**config.mk**
```make
export PLATFORM = sky130hd
export DESIGN_NAME = uart_rx_os
export DESIGN_NICKNAME = d
export VERILOG_FILES = /design/src/rtl/uart_pkg.sv /design/src/rtl/uart_os_tick.sv /design/src/rtl/uart_rx_os.sv
export SDC_FILE = /design/constraint.sdc
export NUM_CORES = 1
export LEC_CHECK = 0
export ABC_CLOCK_PERIOD_IN_PS = 2450
export BUFFER_PORTS_ARGS = -buffer_cell sky130_fd_sc_hd__buf_2
export CELL_PAD_IN_SITES_DETAIL_PLACEMENT = 2
export CELL_PAD_IN_SITES_GLOBAL_PLACEMENT = 2
export CORE_ASPECT_RATIO = 1.4
export CORE_UTILIZATION = 30
export CTS_CLUSTER_SIZE = 28
export DETAILED_ROUTE_END_ITERATION = 10
export GPL_TIMING_DRIVEN = 0
export MAX_ROUTING_LAYER = met4
export PLACE_DENSITY_LB_ADDON = 0.3
export RECOVER_POWER = 50
export SYNTH_ARGS = -nofsm -noshare
export SYNTH_HDL_FRONTEND = slang
export SYNTH_HIERARCHICAL = 1
export SYNTH_SLANG_ARGS = --single-unit
export TNS_END_PERCENT = 50
```
**constraint.sdc**
```tcl
create_clock -name iClk -period 2.45 [get_ports iClk]
set_input_delay 0.49 -clock iClk [delete_from_list [all_inputs] [get_ports iClk]]
set_output_delay 0.49 -clock iClk [all_outputs]
set_load 0.03 [all_outputs]
```
**src/rtl/uart_pkg.sv**
```systemverilog
// Shared definitions for the oversampling UART blocks: parity modes, receiver
// FSM encoding and the oversample divider calculation.
package uart_pkg;

   localparam int unsigned P_NONE  = 0;
   localparam int unsigned P_ODD   = 1;
   localparam int unsigned P_EVE   = 2;
   localparam int unsigned P_MARK  = 3;
   localparam int unsigned P_SPACE = 4;

   typedef enum logic [2:0] {
      IDLE     = 3'd0,
      START    = 3'd1,
      DATA     = 3'd2,
      PARITY   = 3'd3,
      STOP     = 3'd4,
      DELIVER  = 3'd5,
      BRK_WAIT = 3'd6
   } state_t;

   // Clocks per oversample tick, never below 1.
   function automatic int unsigned calc_div(input int unsigned clk_freq,
                                            input int unsigned baud_rate,
                                            input int unsigned oversample);
      int unsigned div;
      div = clk_freq / (baud_rate * oversample);
      return (div == 0) ? 1 : div;
   endfunction

endpackage

```
**src/rtl/uart_os_tick.sv**
```systemverilog
// Free-running oversample tick: a one-cycle pulse every DIV clocks.
module uart_os_tick
   import uart_pkg::*;
#(
   parameter int unsigned CLK_FREQ   = 50_000_000,
   parameter int unsigned BAUD_RATE  = 9600,
   parameter int unsigned OVERSAMPLE = 16
) (
   input  logic iClk,
   input  logic iRst,
   output logic oTick
);

   localparam int unsigned DIV = calc_div(CLK_FREQ, BAUD_RATE, OVERSAMPLE);
   localparam int unsigned CW  = (DIV > 1) ? $clog2(DIV) : 1;

   logic [CW-1:0] cnt_q;

   always_ff @(posedge iClk) begin
      if (iRst) begin
         cnt_q <= '0;
      end else if (cnt_q == CW'(DIV - 1)) begin
         cnt_q <= '0;
      end else begin
         cnt_q <= cnt_q + CW'(1);
      end
   end

   assign oTick = (cnt_q == CW'(DIV - 1));

endmodule

```
**src/rtl/uart_rx_os.sv**
```systemverilog
// Oversampling UART receiver with mid-bit sampling, parity/framing/overrun/break
// detection and a ready/valid output holding one word.
module uart_rx_os
   import uart_pkg::*;
#(
   parameter int unsigned CLK_FREQ    = 50_000_000,
   parameter int unsigned BAUD_RATE   = 9600,
   parameter int unsigned OVERSAMPLE  = 16,
   parameter int unsigned DATA_BITS   = 8,
   parameter int unsigned PARITY_TYPE = 0,
   parameter int unsigned STOP_BITS   = 1
) (
   input  logic                 iClk,
   input  logic                 iRst,
   input  logic                 iRx,
   input  logic                 iReady,
   output logic [DATA_BITS-1:0] oData,
   output logic                 oValid,
   output logic                 oPar_err,
   output logic                 oFrame_err,
   output logic                 oOverrun,
   output logic                 oBreak,
   output logic                 oBusy
);

   localparam int unsigned OSW = $clog2(OVERSAMPLE);
   localparam int unsigned BW  = $clog2(DATA_BITS);

   logic                 os_tick;
   logic                 rx_meta_q, rx_s;
   state_t               state_q, state_d;
   logic [OSW-1:0]       os_cnt_q, os_cnt_d;
   logic [BW-1:0]        bit_idx_q, bit_idx_d;
   logic                 stop_idx_q, stop_idx_d;
   logic [DATA_BITS-1:0] shift_q, shift_d;
   logic                 par_err_q, par_err_d, frm_err_q, frm_err_d;
   logic                 par_bit_q, par_bit_d, stop0_q, stop0_d;
   logic [DATA_BITS-1:0] data_q, data_d;
   logic                 valid_q, valid_d, pe_out_q, pe_out_d, fe_out_q, fe_out_d;
   logic                 overrun_q, overrun_d, break_q, break_d;
   logic                 exp_par, is_brk, at_mid, at_last;

   uart_os_tick #(
      .CLK_FREQ  (CLK_FREQ),
      .BAUD_RATE (BAUD_RATE),
      .OVERSAMPLE(OVERSAMPLE)
   ) u_tick (
      .iClk (iClk),
      .iRst (iRst),
      .oTick(os_tick)
   );

   always_comb begin
      exp_par = 1'b0;
      case (PARITY_TYPE)
         P_ODD:   exp_par = ~^shift_q;
         P_EVE:   exp_par = ^shift_q;
         P_MARK:  exp_par = 1'b1;
         default: exp_par = 1'b0;
      endcase
   end

   assign at_mid  = os_tick && (os_cnt_q == OSW'(OVERSAMPLE / 2 - 1));
   assign at_last = os_tick && (os_cnt_q == OSW'(OVERSAMPLE - 1));
   assign is_brk  = (shift_q == '0) && ((PARITY_TYPE == P_NONE) || !par_bit_q) && !stop0_q;

   always_comb begin
      state_d    = state_q;
      os_cnt_d   = os_cnt_q;
      bit_idx_d  = bit_idx_q;
      stop_idx_d = stop_idx_q;
      shift_d    = shift_q;
      par_err_d  = par_err_q;
      frm_err_d  = frm_err_q;
      par_bit_d  = par_bit_q;
      stop0_d    = stop0_q;
      data_d     = data_q;
      valid_d    = valid_q;
      pe_out_d   = pe_out_q;
      fe_out_d   = fe_out_q;
      overrun_d  = 1'b0;
      break_d    = 1'b0;

      if (valid_q && iReady) valid_d = 1'b0;

      unique case (state_q)
         IDLE: begin
            if (!rx_s) begin
               state_d  = START;
               os_cnt_d = '0;
            end
         end
         START: begin
            if (at_mid) begin
               os_cnt_d   = '0;
               bit_idx_d  = '0;
               stop_idx_d = 1'b0;
               par_err_d  = 1'b0;
               frm_err_d  = 1'b0;
               par_bit_d  = 1'b0;
               state_d    = rx_s ? IDLE : DATA;
            end else if (os_tick) begin
               os_cnt_d = os_cnt_q + OSW'(1);
            end
         end
         DATA: begin
            if (at_last) begin
               os_cnt_d           = '0;
               shift_d[bit_idx_q] = rx_s;
               if (bit_idx_q == BW'(DATA_BITS - 1)) begin
                  state_d = (PARITY_TYPE != P_NONE) ? PARITY : STOP;
               end else begin
                  bit_idx_d = bit_idx_q + BW'(1);
               end
            end else if (os_tick) begin
               os_cnt_d = os_cnt_q + OSW'(1);
            end
         end
         PARITY: begin
            if (at_last) begin
               os_cnt_d  = '0;
               par_bit_d = rx_s;
               par_err_d = (rx_s != exp_par);
               state_d   = STOP;
            end else if (os_tick) begin
               os_cnt_d = os_cnt_q + OSW'(1);
            end
         end
         STOP: begin
            if (at_last) begin
               os_cnt_d = '0;
               if (!rx_s) frm_err_d = 1'b1;
               if (!stop_idx_q) stop0_d = rx_s;
               if (stop_idx_q == 1'(STOP_BITS - 1)) state_d = DELIVER;
               else stop_idx_d = 1'b1;
            end else if (os_tick) begin
               os_cnt_d = os_cnt_q + OSW'(1);
            end
         end
         DELIVER: begin
            os_cnt_d = '0;
            state_d  = IDLE;
            if (is_brk) begin
               break_d = 1'b1;
               state_d = BRK_WAIT;
            end else if (!valid_q || iReady) begin
               data_d   = shift_q;
               pe_out_d = par_err_q;
               fe_out_d = frm_err_q;
               valid_d  = 1'b1;
            end else begin
               overrun_d = 1'b1;
            end
         end
         BRK_WAIT: begin
            // Any low sample restarts the one-bit idle requirement.
            if (!rx_s) begin
               os_cnt_d = '0;
            end else if (at_last) begin
               os_cnt_d = '0;
               state_d  = IDLE;
            end else if (os_tick) begin
               os_cnt_d = os_cnt_q + OSW'(1);
            end
         end
         default: begin
            state_d  = IDLE;
            os_cnt_d = '0;
         end
      endcase
   end

   always_ff @(posedge iClk) begin
      if (iRst) begin
         rx_meta_q  <= 1'b1;
         rx_s       <= 1'b1;
         state_q    <= IDLE;
         os_cnt_q   <= '0;
         bit_idx_q  <= '0;
         stop_idx_q <= 1'b0;
         shift_q    <= '0;
         par_err_q  <= 1'b0;
         frm_err_q  <= 1'b0;
         par_bit_q  <= 1'b0;
         stop0_q    <= 1'b0;
         data_q     <= '0;
         valid_q    <= 1'b0;
         pe_out_q   <= 1'b0;
         fe_out_q   <= 1'b0;
         overrun_q  <= 1'b0;
         break_q    <= 1'b0;
      end else begin
         rx_meta_q  <= iRx;
         rx_s       <= rx_meta_q;
         state_q    <= state_d;
         os_cnt_q   <= os_cnt_d;
         bit_idx_q  <= bit_idx_d;
         stop_idx_q <= stop_idx_d;
         shift_q    <= shift_d;
         par_err_q  <= par_err_d;
         frm_err_q  <= frm_err_d;
         par_bit_q  <= par_bit_d;
         stop0_q    <= stop0_d;
         data_q     <= data_d;
         valid_q    <= valid_d;
         pe_out_q   <= pe_out_d;
         fe_out_q   <= fe_out_d;
         overrun_q  <= overrun_d;
         break_q    <= break_d;
      end
   end

   assign oData      = data_q;
   assign oValid     = valid_q;
   assign oPar_err   = pe_out_q;
   assign oFrame_err = fe_out_q;
   assign oOverrun   = overrun_q;
   assign oBreak     = break_q;
   assign oBusy      = (state_q != IDLE);

endmodule

```
==> results.json <==
{
  "place_area_um2": 2380,
  "finalWorstPathRequiredPeriod_ps": 2190,
  "insertion_delay_ps": 310,
  "hold_viol_final": 0,
  "holdWs_ps": 355,
  "setup_viol_count_final": 0,
  "clock_skew_ps": 7.99,
  "outcome": "finished, final reports clean",
  "n_antenna_cell": 0,
  "synth-seq-area-share_pct": 41.4,
  "n_fill_cell": 804,
  "core_um2": 6980,
  "cts_tree": "built",
  "ios": 18,
  "portBuffers": 17,
  "nets": 270,
  "die_w_um": 74.0,
  "p_clk_share_pct": 29.3,
  "die_y_um": 103,
  "first_global_vias": 1959,
  "cts-hold-fix-buffers": 0,
  "start_util_pct": 31.2,
  "ys_ff_latch": 45,
  "grt_pass1_wl_um": 9280,
  "dp_cells": 348,
  "layout_commonest_cell": "dfxtp_1",
  "p_per_area_nw_per_um2": 674,
  "synth_warnings": 6,
  "syn_area_um2": 2180,
  "worst_pin_slew_ps": 877,
  "power_switching_mw": 0.560,
  "clock_path_buffers": 2,
  "antenna_found_initial": 0,
  "cts.clk_slew.worst_paths_ps": 100,
  "drtAntennaViolNets": 0,
  "final_core_util_pct": 35.2,
  "drc": 0,
  "p_sw_share_pct": 33.7,
  "clock_sinks": 45,
  "regArea_um2": 901,
  "synth_top_area_share_pct": 41.4,
  "path_max_fanout": 6,
  "synth.top_cells.by_area": "dfxtp_1 41%, mux2i_1 9.2%, nand2b_1 7.8%, nor2_1 3.8%, a21oi_1 3.0%",
  "synthArstFlopShare_pct": 0,
  "globalRouteOverflowTotal": 0,
  "route.detailed.wl_per_inst_um": 15.3,
  "critPathArrivalTime_ps": 2440,
  "grt_max_degree": 16,
  "synth_top_cell_by_area": "dfxtp_1",
  "layout_common_cells": "45 x dfxtp_1, 27 x nand2b_1, 22 x clkbuf_1, 22 x nor2_1, 20 x mux2i_1",
  "dr_total_vias": 1796,
  "netlist_instances": 236,
  "multi_input_area_um2": 1190,
  "cts_buffers": 5,
  "hpwl_um": 4080,
  "htree_levels": 2,
  "drt-pass1-iter-count": 4,
  "power_frac_seq_pct": 47.2,
  "rows": 36,
  "min-delay-path-class": "input port to flip-flop",
  "max_freq_ghz": 0.456,
  "grt_setup_unrepaired": "false",
  "drt_wl_total_um": 5450,
  "synth_ff_type": "dfxtp_1",
  "synth_cell_types": 51,
  "total_power_mw": 1.66,
  "required_ps": 2700,
  "gp_congestion": 0.724,
  "layout-drive-gt1-share_pct": 10.3,
  "start_kind": "flip-flop",
  "cp-end-kind": "flip-flop",
  "pwr-share-comb_pct": 23.6,
  "path_class": "flip-flop to flip-flop",
  "avgSynthCellArea_um2": 9.22,
  "viasPerCell": 5.03,
  "maxCapViolCount": 0,
  "die-area_um2": 7600,
  "synth_fp_nets": 245,
  "stdcell_area_um2": 2460,
  "synth_edf_count": 0,
  "grt_usage_pct": 16.6,
  "fin_cells": 357,
  "period_share_pct": 89.5,
  "max_slew_margin_pct": 40.9,
  "area_delta_synth_final_pct": 13.1,
  "clockRootBuffer": "clkbuf_8",
  "ir_drop_mv": 0.256,
  "drt_iter0_drc": 32,
  "drv_slew": 0,
  "p_int_mw": 1.10,
  "p_leak_nw": 0.922
}
flip-flops by register name, indices dropped and copies added, names as in the netlist:
register and cells:
bit_idx_q 3, frm_err_q 1, oBreak 1, oData 8, oFrame_err 1, oOverrun 1
oPar_err 1, oValid 1, os_cnt_q 4, par_err_q 1, rx_meta_q 1, rx_s 1
shift_q 8, state_q 3, stop0_q 1, u_tick/cnt_q 9
cells in the mapped netlist, types with 3 or more instances:
master and count:
or2_2 5, clkbuf_1 8, ha_1 5, nand4_1 3
xor2_1 5, dfxtp_1 45, inv_1 7, a22oi_1 3
nand3_1 11, nor3_1 5, or3_1 4, nor2_1 22
o21ai_0 5, nor2b_1 4, nand2_1 8, mux2i_1 20
nand2b_1 27, a21oi_1 13
power groups by stage:
stage                     Clock [mW]  Combinational [mW]  Sequential, mW
after floorplan                    0               0.300           0.791
after global placement             0               0.388           0.798
after detailed placement           0               0.396           0.800
after CTS                      0.510               0.401           0.783
after global routing           0.531               0.437           0.786
final                          0.485               0.391           0.782
worst max-delay path, stage by stage (launching register included):
cell and delay, ps:
dfxtp_1 370, inv_1 80, ha_1 190, nand4bb_4 150, nor4_4 300, and4b_1 360, nand4b_1 200, nor3_1 270
mux2i_1 210
path summary, 6_finish.rpt:
path                                       from    endpoint  slack (ps)  cells after the start
worst max register to register  u_tick/cnt_q[0]  shift_q[0]         260                      8
worst max-delay path            u_tick/cnt_q[0]  shift_q[0]         260                      8
worst min-delay path                        iRx   rx_meta_q         350                      2
worst min register to register        rx_meta_q        rx_s         440                      1
cells by family after synthesis:
kind of cell             share of synthesized area [%]
adder cells (fa/ha/maj)                           2.88
AND/OR/NAND/NOR                                   29.0
buffers and inverters                             3.74
multiplexers                                      9.20
flip-flops                                        41.4
XOR/XNOR                                          2.42
AO/OA/AOI/OAI                                     11.4
area by class of cell:
cell class / instances / share of cell area [%]
multi-input cells: 172 / 48.5
flip-flops and latches: 45 / 36.6
well taps: 95 / 4.83
repair buffers: 18 / 3.05
clock buffers: 5 / 2.80
plain buffers: 12 / 2.24
inverters: 7 / 1.07
clock inverters: 3 / 0.865
metrics by stage:
stage	setup slack [ps]	TNS [ps]
3_5_place_dp	-395	-3480
4_1_cts	73.0	0
3_3_place_gp	-286	-2300
6_report	258	0
2_1_floorplan	234	0
5_1_grt	45.2	0
repair_timing:
| action | CTS | global route |
|---|---|---|
| pin swaps | 0 | 1 |
| gates cloned | 0 | 0 |
| gates resized for setup | 3 | 0 |
| buffers inserted | 0 | 1 |
| setup endpoints to repair | 21 | 10 |
per-layer routing:
layer / vias up / track usage (%) / wire [um]
li1: 870 / - / -
met1: 892 / 17.2 / 2170
met2: 24 / 30.1 / 3010
met3: 10 / 2.44 / 111
met4: 0 / 8.28 / 154
met5: - / - / 0
Power figures use the tool's default switching activity.
